**src/rtl/modulo_dispensador_rolhas_if.sv**
```systemverilog
// Bundled control/status signals between the cork-magazine controller and its environment.
// The master side drives enable/seal/hopper inputs; the slave side is the controller itself.
interface modulo_dispensador_rolhas_if #(
    parameter int WIDTH = 4
);
    logic             enable;
    logic             ve;
    logic             hop_ack;
    logic             hop_empty;
    logic             clr_err;
    logic             ro;
    logic [WIDTH-1:0] count;
    logic             low;
    logic             hop_req;
    logic             hop_fault;
    logic             err;

    modport master (
        output enable,
        output ve,
        output hop_ack,
        output hop_empty,
        output clr_err,
        input  ro,
        input  count,
        input  low,
        input  hop_req,
        input  hop_fault,
        input  err
    );

    modport slave (
        input  enable,
        input  ve,
        input  hop_ack,
        input  hop_empty,
        input  clr_err,
        output ro,
        output count,
        output low,
        output hop_req,
        output hop_fault,
        output err
    );
endinterface

```
**src/rtl/modulo_dispensador_rolhas.sv**
```systemverilog
// Cork-magazine controller: counts corks, consumes one per seal edge, refills from a hopper.
// Build option ROLHA_ERR_STICKY_EN makes err sticky (cleared by clr_err); otherwise err is a one-cycle pulse.
module modulo_dispensador_rolhas #(
    parameter int WIDTH    = 4,
    parameter int CAP      = 15,
    parameter int LOW_MARK = 5
) (
    input  logic                          clk,
    input  logic                          rst,
    modulo_dispensador_rolhas_if.slave    bus
);
    localparam logic [0:0] ST_IDLE   = 1'b0;
    localparam logic [0:0] ST_REFILL = 1'b1;

    localparam logic [WIDTH-1:0] ZERO_C = WIDTH'(0);
    localparam logic [WIDTH-1:0] ONE_C  = WIDTH'(1);
    localparam logic [WIDTH-1:0] CAP_C  = WIDTH'(CAP);
    localparam logic [WIDTH-1:0] LOW_C  = WIDTH'(LOW_MARK);

    logic [0:0]       state_r;
    logic [0:0]       state_nxt_s;
    logic [WIDTH-1:0] count_r;
    logic [WIDTH-1:0] count_nxt_s;
    logic             ve_d_r;
    logic             err_r;
    logic             err_nxt_s;

    logic             refill_s;
    logic             cons_s;
    logic             add_s;
    logic             empty_seal_s;
    logic             low_s;

    assign refill_s = (state_r == ST_REFILL);
    assign cons_s   = bus.enable & bus.ve & ~ve_d_r;
    // The CAP guard is redundant with the FSM exit rule but keeps the counter from ever wrapping.
    assign add_s    = refill_s & bus.hop_ack & ~bus.hop_empty & (count_r != CAP_C);
    assign empty_seal_s = cons_s & ~add_s & (count_r == ZERO_C);
    assign low_s    = (count_r <= LOW_C);

    // Next cork count: net zero on simultaneous add/consume, saturates at zero.
    always_comb begin
        count_nxt_s = count_r;
        if (add_s && !cons_s) begin
            count_nxt_s = count_r + ONE_C;
        end else if (cons_s && !add_s && (count_r != ZERO_C)) begin
            count_nxt_s = count_r - ONE_C;
        end else begin
            count_nxt_s = count_r;
        end
    end

    // Refill FSM next state.
    always_comb begin
        state_nxt_s = state_r;
        case (state_r)
            ST_IDLE: begin
                if (bus.enable && low_s && !bus.hop_empty) begin
                    state_nxt_s = ST_REFILL;
                end else begin
                    state_nxt_s = ST_IDLE;
                end
            end
            ST_REFILL: begin
                if ((count_nxt_s == CAP_C) || bus.hop_empty || !bus.enable) begin
                    state_nxt_s = ST_IDLE;
                end else begin
                    state_nxt_s = ST_REFILL;
                end
            end
            default: begin
                state_nxt_s = ST_IDLE;
            end
        endcase
    end

`ifdef ROLHA_ERR_STICKY_EN
    // Sticky error flag: a new empty seal takes priority over clr_err.
    always_comb begin
        err_nxt_s = err_r;
        if (empty_seal_s) begin
            err_nxt_s = 1'b1;
        end else if (bus.clr_err) begin
            err_nxt_s = 1'b0;
        end else begin
            err_nxt_s = err_r;
        end
    end
`else
    logic unused_clr_err_s;
    assign unused_clr_err_s = bus.clr_err;

    // Pulse error flag: high for exactly the cycle after an empty seal.
    always_comb begin
        err_nxt_s = 1'b0;
        if (empty_seal_s) begin
            err_nxt_s = 1'b1;
        end else begin
            err_nxt_s = 1'b0;
        end
    end
`endif

    // State, count, seal edge history and error register.
    always_ff @(posedge clk or posedge rst) begin
        if (rst) begin
            state_r <= ST_IDLE;
            count_r <= ZERO_C;
            ve_d_r  <= 1'b0;
            err_r   <= 1'b0;
        end else begin
            state_r <= state_nxt_s;
            count_r <= count_nxt_s;
            ve_d_r  <= bus.ve;
            err_r   <= err_nxt_s;
        end
    end

    assign bus.ro        = (count_r != ZERO_C);
    assign bus.count     = count_r;
    assign bus.low       = low_s;
    assign bus.hop_req   = refill_s;
    assign bus.hop_fault = bus.enable & low_s & bus.hop_empty & ~refill_s;
    assign bus.err       = err_r;

endmodule
```
**src/flat_wrapper.sv**
```systemverilog
// flat-port wrapper written by rule: the top's interface ports become plain ports
module modulo_dispensador_rolhas_flat 
#(
    parameter int WIDTH    = 4,
    parameter int CAP      = 15,
    parameter int LOW_MARK = 5
)
  (clk, rst, bus_enable, bus_ve, bus_hop_ack, bus_hop_empty, bus_clr_err, bus_ro, bus_count, bus_low, bus_hop_req, bus_hop_fault, bus_err);
  modulo_dispensador_rolhas_if #(.WIDTH(WIDTH)) bus_i ();
  input  logic clk;
  input  logic rst;
  input wire logic [$bits(bus_i.enable)-1:0] bus_enable;
  input wire logic [$bits(bus_i.ve)-1:0] bus_ve;
  input wire logic [$bits(bus_i.hop_ack)-1:0] bus_hop_ack;
  input wire logic [$bits(bus_i.hop_empty)-1:0] bus_hop_empty;
  input wire logic [$bits(bus_i.clr_err)-1:0] bus_clr_err;
  output wire logic [$bits(bus_i.ro)-1:0] bus_ro;
  output wire logic [$bits(bus_i.count)-1:0] bus_count;
  output wire logic [$bits(bus_i.low)-1:0] bus_low;
  output wire logic [$bits(bus_i.hop_req)-1:0] bus_hop_req;
  output wire logic [$bits(bus_i.hop_fault)-1:0] bus_hop_fault;
  output wire logic [$bits(bus_i.err)-1:0] bus_err;
  assign bus_i.enable = bus_enable;
  assign bus_i.ve = bus_ve;
  assign bus_i.hop_ack = bus_hop_ack;
  assign bus_i.hop_empty = bus_hop_empty;
  assign bus_i.clr_err = bus_clr_err;
  assign bus_ro = bus_i.ro;
  assign bus_count = bus_i.count;
  assign bus_low = bus_i.low;
  assign bus_hop_req = bus_i.hop_req;
  assign bus_hop_fault = bus_i.hop_fault;
  assign bus_err = bus_i.err;
  modulo_dispensador_rolhas #(.WIDTH(WIDTH), .CAP(CAP), .LOW_MARK(LOW_MARK)) u_core (.clk(clk), .rst(rst), .bus(bus_i));
endmodule
```
**config.mk**
```make
export PLATFORM = sky130hd
export DESIGN_NAME = modulo_dispensador_rolhas_flat
export DESIGN_NICKNAME = d
export VERILOG_FILES = /design/src/rtl/modulo_dispensador_rolhas_if.sv /design/src/rtl/modulo_dispensador_rolhas.sv /design/src/flat_wrapper.sv
export SDC_FILE = /design/constraint.sdc
export NUM_CORES = 1
export LEC_CHECK = 0
export CAP_MARGIN = 40
export CORE_ASPECT_RATIO = 1.1
export CORE_MARGIN = 3
export CORE_UTILIZATION = 36
export DETAILED_ROUTE_END_ITERATION = 10
export GPL_TIMING_DRIVEN = 0
export HOLD_SLACK_MARGIN = 0.05
export PLACE_DENSITY = 0.69
export REMOVE_ABC_BUFFERS = 1
export SYNTH_ARGS = -nofsm -noshare
export SYNTH_HDL_FRONTEND = slang
export SYNTH_SLANG_ARGS = --single-unit
```
**constraint.sdc**
```tcl
create_clock -name clk -period 5.3 [get_ports clk]
set_input_delay 1.06 -clock clk [delete_from_list [all_inputs] [get_ports clk]]
set_output_delay 1.06 -clock clk [all_outputs]
set_load 0.02 [all_outputs]
```
==> impl_metrics.toml <==
[outcome]
status = "finished, final reports clean"

[route]
route.met3.wl_um = 67
wl_met2_um = 590
via_per_inst = 5.69
vias = 512
drt_wl_total_um = 1170
drcViolationCount = 0
ant_nets = 0
drtPass1Iterations = 4
wl_per_cell_um = 13.0
wirelength_met1_um = 510
drt_iter0_markers = 20
highest_layer = "met3"

[layout]
drive_gt1_frac = 0.107
diodes = 0
area_growth_pct = 33.2
multi_input_area_um2 = 323
final_nets = 86
stdcell_area_um2 = 698
regArea_um2 = 175
nFillCells = 120
fin_util = 0.550

[critical_path]
rr_endpoint = "u_core.bus.hop_req"
arrival_ps = 2360
r2r_setup_slack_ps = 3290
end_kind = "output port"
r2r_cells = 7
critPathKind = "primary input to output port"
worstReg2RegStart = "u_core.bus.count[0]"
cp_data_required_time_ps = 4240
crit_fanout = 4
setup.worst_path.start_class = "primary input"

[yosys]
synth_largest_area_cell = "dfrtp_1"
synth_most_common_cell = "dfrtp_1"
synth_top_area_frac = 0.334
ys.flop_type = "dfrtp_1"
ys_ff_latch = 7
ys_types = 27
syn_inst = 58
synth_seq_area_share = 0.334
synth_common_cells = "dfrtp_1, nand2_1, nor2_1"
synthArstFlopShare = 1.00
synth_area_um2 = 524
synth_edf_count = 0
syn_avg_cell_area_um2 = 9.04
synthTopCellsByArea = "dfrtp_1, ha_1, nor4_2"
yosys_warnings = 0

[floorplan]
dieArea_um2 = 1950
dieWidth_um = 42.4
fp.coreArea_um2 = 1270
start_util = 0.413
row_count = 13
io_pins = 16
die_y_um = 46.0

[grt]
grt_util_all_layers = 0.135
grt_max_degree = 11
grt_first_pass_wirelength_um = 1930
grt.overflow.total = 0
antenna_found_initial = 0
grt_pass1_vias = 459

[timing]
timing.final.crit_share = 0.646
fin_worst_skew_ps = 2.51
whs_ps = 536
period_needed_ps = 3420
finalWorstSetupSlack_ps = 1880
slew-limit-headroom = 0.798
fmax_ghz = 0.292
setup_violations = 0
rsz0062_at_grt = "no"
worst_slew_pin_slew_ps = 304
fin_setup_tns_ps = 0
finalHoldViolCount = 0
maxSlewViolCount = 0

[clocking]
postCtsSetupBuffers = 0
clk_pin_slew_ps = 50
clockBufferDepth = 2
cts_tree = "built"
cts_max_level = 1
postCtsHoldBufs = 0
clock-sinks = 7
cts_made_buffers = 3
insertion_delay_ps = 250
clockRootBuffer = "clkbuf_4"
cts_resized = 0

[power_and_ir_drop]
power.switching_uw = 158
p_per_area_nw_per_um2 = 500
netSwitchingFraction = 0.452
p_int_uw = 191
leakage_nw = 0.285
max-vdd-ir-drop_mv = 0.199
seqPwrFrac = 0.307
pwr-share-comb = 0.556
clockPowerShare = 0.137

[min_path]
hold_path_depth = 1
min-delay-start = "u_core.bus.hop_req"
min_to = "u_core.bus.hop_req"
hp-class = "flop to flop"

[place]
io_buffers = 14
post-place-ws_ps = 1880
gp_congestion = 0.857
hpwl_um = 932
placed_cell_area_um2 = 672

[flow_run]
maxCapViolCount = 0
layout by cell type (no fill, tap or decap), types with 2 or more instances in the layout:
| cell | n |
|---|---|
| nand2_1 | 5 |
| dfrtp_1 | 7 |
| clkdlybuf4s50_1 | 14 |
| nor4_2 | 2 |
| a31oi_1 | 2 |
| nor2_1 | 5 |
| xnor2_1 | 2 |
| nand3_1 | 4 |
| and3b_1 | 2 |
| ha_1 | 3 |
| inv_1 | 4 |
| clkbuf_4 | 3 |
| nand3b_1 | 2 |
| o21ai_1 | 2 |
| o21ai_0 | 4 |
logic make-up after synthesis:
group | Yosys count | synth area share
XOR/XNOR | 2 | 0.0334
adder cells (fa/ha/maj) | 3 | 0.0716
buffers and inverters | 5 | 0.0501
AO/OA/AOI/OAI | 14 | 0.181
AND/OR/NAND/NOR | 27 | 0.329
flip-flops | 7 | 0.334
layout make-up:
class	instances	area share
clock buffer	4	0.0376
timing repair buffer	14	0.201
tap	15	0.0269
multi-input combinational	46	0.462
inverter	4	0.0215
sequential	7	0.251
how the worst max path moves through the flow:
| stage | start | to | slack (ps) | cells after the start |
|---|---|---|---|---|
| after CTS | bus_enable | bus_hop_fault | 1880 | 3 |
| after floorplan | u_core.bus.count[0] | bus_hop_fault | 2570 | 5 |
| after global placement | bus_enable | bus_hop_fault | 1880 | 3 |
| after detailed placement | bus_enable | bus_hop_fault | 1880 | 3 |
| final | bus_enable | bus_hop_fault | 1880 | 3 |
| after global routing | bus_hop_empty | bus_hop_fault | 1840 | 3 |
sequential cells by signal, indices dropped and copies added (netlist names):
register	flops
u_core.bus.hop_req	1
u_core.bus.count	4
u_core.bus.err	1
u_core.ve_d_r	1
critical path: stages:
cell and delay (ps):
clkdlybuf4s50_1 510, and4b_1 190, clkdlybuf4s50_1 600
through the flow:
step           power (mW)  cells
2_1_floorplan       0.222     57
3_3_place_gp        0.302     86
3_5_place_dp        0.302     86
4_1_cts             0.353     90
5_1_grt             0.380     90
6_report            0.349     90
power by group through the flow:
| stage | Clock, mW | Combinational [mW] | Sequential [mW] |
|---|---|---|---|
| 2_1_floorplan | 0 | 0.100 | 0.122 |
| 3_3_place_gp | 0 | 0.193 | 0.109 |
| 3_5_place_dp | 0 | 0.194 | 0.108 |
| 4_1_cts | 0.0500 | 0.195 | 0.107 |
| 5_1_grt | 0.0542 | 0.212 | 0.114 |
| 6_report | 0.0478 | 0.194 | 0.107 |
layer usage:
metal | GRT usage | vias to the layer above
li1 | - | 252
met2 | 0.225 | 17
met5 | 0 | -
met3 | 0.0632 | 0
met1 | 0.154 | 243
met4 | 0.0435 | 0
Note: power is estimated with default switching activity, not from simulation.
